`config.mk`:
```
export PLATFORM = sky130hd
export DESIGN_NAME = factorial_slave_flat
export DESIGN_NICKNAME = d
export VERILOG_FILES = /design/src/rtl/factorial_slave_if.sv /design/src/rtl/factorial_slave.sv /design/src/flat_wrapper.sv
export SDC_FILE = /design/constraint.sdc
export NUM_CORES = 2
export LEC_CHECK = 0
export CAP_MARGIN = 20
export CORE_MARGIN = 4
export CORE_UTILIZATION = 40
export DETAILED_ROUTE_END_ITERATION = 10
export PLACE_DENSITY = 0.56
export SETUP_SLACK_MARGIN = 0.05
export SLEW_MARGIN = 20
export SYNTH_ARGS = -nofsm -noshare
export SYNTH_HDL_FRONTEND = slang
export SYNTH_SLANG_ARGS = --single-unit
```
`constraint.sdc`:
```
create_clock -name clk -period 8.9 [get_ports clk]
set_input_delay 1.78 -clock clk [delete_from_list [all_inputs] [get_ports clk]]
set_output_delay 1.78 -clock clk [all_outputs]
set_load 0.02 [all_outputs]
```
`src/rtl/factorial_slave_if.sv`:
```
// Bus port bundle for factorial_slave: select, direction, address, write data
// and the read data returned to the BUS read mux.
interface factorial_slave_if;
  logic        S_sel;
  logic        S_wr;
  logic [7:0]  S_address;
  logic [31:0] S_din;
  logic [31:0] S_dout;

  modport master (output S_sel, S_wr, S_address, S_din, input S_dout);
  modport slave  (input S_sel, S_wr, S_address, S_din, output S_dout);
endinterface

```
`src/rtl/factorial_slave.sv`:
```
// Bus slave computing a 64-bit N! (modulo 2^64) by iterated multiply.
// Optional level interrupt on completion is enabled by FACTORIAL_INTERRUPT_EN.
module factorial_slave (
  input  logic             clk,
  input  logic             reset_n,
  factorial_slave_if.slave bus
`ifdef FACTORIAL_INTERRUPT_EN
  ,
  output logic             interrupt
`endif
);

  typedef enum logic [1:0] {IDLE, CALC, DONE} state_t;

  localparam logic [3:0] ADDR_OPCODE   = 4'h0;
  localparam logic [3:0] ADDR_CLEAR    = 4'h1;
  localparam logic [3:0] ADDR_INTR_EN  = 4'h2;
  localparam logic [3:0] ADDR_OPERAND  = 4'h3;
  localparam logic [3:0] ADDR_RESULT_H = 4'h4;
  localparam logic [3:0] ADDR_RESULT_L = 4'h5;
  localparam logic [3:0] ADDR_STATUS   = 4'h6;

  state_t      state;
  logic [31:0] operand;
  logic [31:0] count;
  logic [63:0] result;
`ifdef FACTORIAL_INTERRUPT_EN
  logic        intr_en;
`endif

  logic       wr_en;
  logic       rd_en;
  logic [3:0] addr;
  logic       start;
  logic       clear;
  logic       unused_addr;

  assign addr        = bus.S_address[3:0];
  assign unused_addr = ^bus.S_address[7:4];
  assign wr_en       = bus.S_sel & bus.S_wr;
  assign rd_en       = bus.S_sel & ~bus.S_wr;
  assign start       = wr_en && (addr == ADDR_OPCODE) && bus.S_din[0];
  assign clear       = wr_en && (addr == ADDR_CLEAR)  && bus.S_din[0];

  // NOTE: all state uses non-blocking assignments so every register samples
  // the pre-edge values regardless of statement order.
  always_ff @(posedge clk or negedge reset_n) begin
    if (!reset_n) begin
      state   <= IDLE;
      operand <= '0;
      count   <= '0;
      result  <= '0;
`ifdef FACTORIAL_INTERRUPT_EN
      intr_en   <= 1'b0;
      interrupt <= 1'b0;
`endif
    end else begin
      if (wr_en && addr == ADDR_OPERAND)
        operand <= bus.S_din;
`ifdef FACTORIAL_INTERRUPT_EN
      if (wr_en && addr == ADDR_INTR_EN)
        intr_en <= bus.S_din[0];
      interrupt <= (state == DONE) && intr_en;
`endif

      if (clear) begin
        state  <= IDLE;
        result <= '0;
        count  <= '0;
      end else begin
        unique case (state)
          IDLE, DONE: begin
            if (start) begin
              state  <= CALC;
              count  <= operand;
              result <= 64'd1;
            end
          end
          CALC: begin
            // Start requests are ignored here; the count was snapshotted at start.
            if (count <= 32'd1) begin
              state <= DONE;
            end else begin
              result <= result * 64'(count);
              count  <= count - 32'd1;
            end
          end
          default: state <= IDLE;
        endcase
      end
    end
  end

  // NOTE: S_dout gets a default first so no path through the mux infers a latch.
  always_comb begin
    bus.S_dout = 32'h0;
    if (rd_en) begin
      unique case (addr)
`ifdef FACTORIAL_INTERRUPT_EN
        ADDR_INTR_EN:  bus.S_dout = {31'h0, intr_en};
`endif
        ADDR_OPERAND:  bus.S_dout = operand;
        ADDR_RESULT_H: bus.S_dout = result[63:32];
        ADDR_RESULT_L: bus.S_dout = result[31:0];
        ADDR_STATUS:   bus.S_dout = {30'h0, state == CALC, state == DONE};
        default:       bus.S_dout = 32'h0;
      endcase
    end
  end

endmodule

```
`src/flat_wrapper.sv`:
```
// flat-port wrapper written by rule: the top's interface ports become plain ports
module factorial_slave_flat 
  (clk, reset_n, bus_S_sel, bus_S_wr, bus_S_address, bus_S_din, bus_S_dout);
  factorial_slave_if bus_i ();
  input  logic clk;
  input  logic reset_n;
  input wire logic [$bits(bus_i.S_sel)-1:0] bus_S_sel;
  input wire logic [$bits(bus_i.S_wr)-1:0] bus_S_wr;
  input wire logic [$bits(bus_i.S_address)-1:0] bus_S_address;
  input wire logic [$bits(bus_i.S_din)-1:0] bus_S_din;
  output wire logic [$bits(bus_i.S_dout)-1:0] bus_S_dout;
  assign bus_i.S_sel = bus_S_sel;
  assign bus_i.S_wr = bus_S_wr;
  assign bus_i.S_address = bus_S_address;
  assign bus_i.S_din = bus_S_din;
  assign bus_S_dout = bus_i.S_dout;
  factorial_slave u_core (.clk(clk), .reset_n(reset_n), .bus(bus_i));
endmodule
```
# Word level (Yosys, flattened, before mapping)
# Cells that the tools add are included.
[word_totals] output_inout_bits=32 reg_bits=130
[op_classes] bitwise_logic=3 mux=14 n_eq_ne=10 add_sub_neg=1 multipliers=1 n_reduce_logical=11 n_lt_le_gt_ge=1
[op_table] operator="2-to-1 mux 64 bit" count=3
[op_table] operator="2-to-1 mux 32 bit" count=4
[op_table] operator="case mux 32 bit (4 select lines)" count=1
[op_table] operator="case mux 64 bit (2 select lines)" count=1
[op_table] operator="multiplier 64 x 32 -> 64 bit" count=1
[op_table] operator="case mux 32 bit (2 select lines)" count=1
[op_table] operator="<= comparator 32 x 1 -> 1 bit (second input constant)" count=1
[op_table] operator="subtractor 32 x 1 -> 32 bit (second input constant)" count=1
[op_table] operator="== test 4 x 3 -> 1 bit (second input constant)" count=3
[op_table] operator="2-to-1 mux 2 bit" count=3
[op_table] operator="!= test 3 x 1 -> 1 bit (second input constant)" count=2
[op_table] operator="logical AND 1 bit" count=5
[op_table] operator="== test 4 x 1 -> 1 bit (second input constant)" count=1
[op_table] operator="== test 4 x 2 -> 1 bit (second input constant)" count=1
[op_table] operator="zero test 4 bit" count=1
[op_table] operator="case mux 2 bit (2 select lines)" count=1
[op_table] operator="!= test 3 x 2 -> 1 bit (second input constant)" count=1
[op_table] operator="AND reduction 3 bit" count=1
[op_table] operator="nonzero test 3 bit" count=1
[op_table] operator="AND 1 bit" count=2
[op_table] operator="== test 2 x 1 -> 1 bit (second input constant)" count=1
[op_table] operator="== test 2 bit (second input constant)" count=1
[op_table] operator="zero test 2 bit" count=1
[op_table] operator="AND reduction 2 bit" count=1
[op_table] operator="other kinds (2)" count=2

# Logic depth before layout (Yosys ltp)
[depth] depth_word=6 mapped_depth=29

# Least setup slack after synthesis
# No wires, ideal clock.
[synth_timing] kind="register to register" from="reg u_core.count[8]" to="reg u_core.result[63]" required_time_ns=8.773 slack_ns=1.299 synth_period_minus_slack_ns=7.601 stages_incl_launch_ff=26 arrival_time_ns=7.474 path_cell_list="dfrtp_1 > clkbuf_1 > clkbuf_1 > clkbuf_1 > nand2_1 > fa_1 > fa_1 > fa_1 > fa_1 > fa_1 > inv_1 > fa_1 > fa_1 > fa_1 > ha_1 > clkbuf_1 > a21oi_1 > o21ai_0 > a211oi_1 > a31oi_1 > a311oi_1 > o21bai_1 > a21o_1 > a41oi_1 > xnor2_1 > o21ai_0"
[synth_via] elab_chain_cells=4 elab_cells_between_ends=7 classes_between="1 x mul; 1 x order compare; 1 x eq/ne; 3 x mux; 1 x reduce/logical"
[synth_rtl] element="from (decl)" line_no="factorial_slave.sv:25" source="logic [31:0] count;"
[synth_rtl] element="from (signal assigned)" line_no="factorial_slave.sv:75" source="count <= operand;"
[synth_rtl] element="from (signal assigned)" line_no="factorial_slave.sv:85" source="count <= count - 32'd1;"
[synth_rtl] element="multiplier 64 x 32 -> 64 bit" line_no="factorial_slave.sv:84" source="result <= result * 64'(count);"
[synth_rtl] element="2-to-1 mux 64 bit" line_no="factorial_slave.sv:81" source="if (count <= 32'd1) begin"
[synth_rtl] element="case mux 64 bit (2 select lines)" line_no="factorial_slave.sv:71" source="unique case (state)"
[synth_rtl] element="2-to-1 mux 64 bit" line_no="factorial_slave.sv:66" source="if (clear) begin"
[synth_rtl] element="to (signal assigned)" line_no="factorial_slave.sv:84"
[synth_rtl] element="to (decl)" line_no="factorial_slave.sv:26" source="logic [63:0] result;"
# Parallel ways exist; a longest one is shown, timed or not. The select of a mux whose other input is x is not followed.
# A chain may end at the register's enable or synchronous reset.

# Final worst setup path
[layout_timing] from="reg u_core.count[3]" to="reg u_core.result[63]"
# Same word-level chain as after synthesis.

==> results.ini <==
[outcome]
status = complete, but fails checks
violations = DRC

[worst_setup_path]
cp-end-kind = flip-flop
start_kind = flip-flop
critPathMaxStageDelay_ns = 0.83
startpoint = u_core.count[3]
cp_top_family = adder cells
required_ns = 9.20
worstPathMaxFanout = 30
cp_slowest_cell = dfrtp_2
cp_common_cell = fa_1
critPathKind = flip-flop to flip-flop
r2r-start = u_core.count[3]
crit_buf_inv = 8
endpoint = u_core.result[63]
r2r_setup_slack_ns = 0.43
worstPathArrival_ns = 8.78
worstSetupPathDepth = 28
reg2reg_to = u_core.result[63]
r2r_cells = 28

[placed_design]
hpwlAfterDp_mm = 132
io_buffers = 71
detailedPlace.worstSlack_ns = 0.342
gp_congestion = 0.936
placed_area_sq_um = 54900

[layout]
area_delta_synth_final_pct = 6.77
design_area_sq_um = 55600
fin_util_pct = 43.0
fill_cells = 12700
final_nets = 7276
drive_gt1_share_pct = 5.16

[yosys]
synthCells = 5839
ys_ff_latch = 130
yosysTopAreaCell = fa_1
synth.most_common_cell = fa_1
yosys_warnings = 0
ys.flop_type = dfrtp_1
synthDistinctLibCells = 69
syn_area_per_cell_sq_um = 8.91
synth_nets = 7408
synth_top_area_share_pct = 52.6
yosys-top-cells-area = fa_1, inv_1, nand2_1, and2_1, dfrtp_1
synthTopCellsByCount = fa_1, inv_1, nand2_1, and2_1, clkbuf_1
ys_seq_area_share_pct = 6.25
synth_edf_count = 0
synthArstFlopShare_pct = 100
synth_area_sq_um = 52000

[clock_network]
clock_latency_ns = 0.46
clkTransAtPathRegs_ns = 0.07
clock-sinks = 130
hold_buffers = 0
clockRootBuffer = clkbuf_16
cts.htree.levels = 4
tritoncts = yes
cts_buffer_depth = 2
cts_inserted_buffers = 17
cts_resized = 0
cts_setup_buffers = 0

[global_route]
grt_overflow = 0
grt_max_degree = 70
grt_pass1_wl_mm = 256
grt_pass1_vias = 42200
grtUsageTotal_pct = 24.7
antenna_found_initial = 8

[routing]
wirelength_mm = 163
met2_length_mm = 80.5
num_vias = 38800
wl_met1_mm = 64.9
drt-wirelength-per-cell_microns = 21.9
drt-initial-drc-count = 3053
ant_nets = 0
dr.max_layer_used = met5
drc = 2
vias_per_cell = 5.20
drtPass1Iterations = 11
met3_length_mm = 11.3

[power_and_ir_drop]
power.switching_uw = 1950
p_int_uw = 1610
power_leakage_uw = 0.0280
p_seq_share_pct = 31.7
switching_share_pct = 54.8
p_per_area_nw_per_um2 = 64.2
p_clk_share_pct = 21.9
combPwrFrac_pct = 46.4
vdd_drop_max_v = 0.000108

[sta]
max_freq_mhz = 118
finClkSkew_ns = 0.0158
min_period_over_period_pct = 95.2
report.final.slew_viol_count = 0
timing.slew.headroom_pct = 21.1
fin_ws_ns = 0.428
hold_slack_ns = 0.542
period_minus_slack_ns = 8.47
hold_viol_final = 0
finalSetupTns_ns = 0
report.final.setup_viol = 0
rsz0062_at_grt = false
tightest_slew_ns = 1.18

[floorplan]
dieArea_sq_um = 136000
ioPinCount = 76
core_sq_um = 129000
num_rows = 132
die_w_microns = 369
start_util_pct = 40.2
die-height_microns = 369

[hold_path]
worst_hold_path_type = flip-flop to flip-flop

[job]
cap_violations = 0

-- worst reg2reg max path, delay by kind of cell, from the launching register on --
kind                       cells  cell delay, ns
adders and majority gates      9            4.47
xor gates and xnor gates       1            0.13
buffers and inverters          8            0.79
DFF                            1            0.83
AOI/OAI and AO/OA              8            1.67
and+or+nand+nor                2            0.42
-- how the worst min path moves through the flow --
stage / depth (start not counted) / endpoint / startpoint / slack (ns)
final: 2 / u_core.result[63] / u_core.result[63] / 0.54
after CTS: 2 / u_core.result[63] / u_core.result[63] / 0.53
after detailed placement: 2 / u_core.result[63] / u_core.result[63] / 0.52
after floorplan: 2 / u_core.result[63] / u_core.result[63] / 0.47
after global placement: 2 / u_core.result[63] / u_core.result[63] / 0.51
after global routing: 1 / u_core.operand[16] / u_core.operand[16] / 0.56
-- metrics by stage --
stage,power (uW),cells
3_3_place_gp,2740,7430
6_report,3570,7463
2_1_floorplan,1810,5839
4_1_cts,3530,7462
5_1_grt,3710,7462
3_5_place_dp,2740,7430
-- area by class of cell --
type / count / area [sq um] / area share [%]
inverter: 1310 / 4920 / 8.85
clock inverter: 15 / 199 / 0.358
tap: 1742 / 2180 / 3.92
clock buffer: 17 / 425 / 0.766
sequential: 130 / 3290 / 5.92
antenna: 1 / 2.50 / 0.00450
multi-input combinational: 3998 / 42400 / 76.3
timing repair buffer: 250 / 2160 / 3.88
-- power groups by stage --
stage / combinational (uW) / clock, uW / sequential (uW)
2_1_floorplan: 1090 / 0 / 718
3_3_place_gp: 1620 / 0 / 1120
3_5_place_dp: 1620 / 0 / 1120
4_1_cts: 1630 / 785 / 1110
5_1_grt: 1760 / 813 / 1130
6_report: 1660 / 781 / 1130
-- state kept, by name (all words and copies together), names as in the netlist --
| signal | count |
|---|---|
| u_core.operand | 32 |
| u_core.state | 2 |
| u_core.count | 32 |
| u_core.result | 64 |
-- cell families (layout without fill, tap and decap cells) --
logic type,after synthesis,in the layout,share of synthesized area (%)
flops,130,130,6.25
other cells,0,1,0
mux,34,34,0.731
buf+inv,1711,1592,12.4
fa+ha+maj,1525,1525,56.4
simple gates,1908,1908,17.3
compound gates,417,417,5.02
xor+xnor,114,114,1.92
-- placed cells by master (no fill, tap or decap), drive strengths merged, types with 13 or more instances in the layout --
master / count
inv: 1317
ha: 157
dfrtp: 130
mux2: 32
nor2: 113
nand2b: 13
nand4: 14
clkbuf: 17
xnor2: 76
or3: 13
fa: 1368
nor3: 28
a222oi: 30
o21bai: 15
buf: 180
a21oi: 112
o21ai: 147
clkdlybuf4s50: 70
nand2: 1060
a21o: 28
and2: 600
xor2: 38
nand3: 23
-- metal layers --
| metal | vias up | track usage, % |
|---|---|---|
| li1 | 16600 | - |
| met1 | 20500 | 32.2 |
| met2 | 1391 | 42.7 |
| met3 | 340 | 3.18 |
| met4 | 2 | 8.54 |
| met5 | - | 0 |
(Power assumes the default switching activity.)
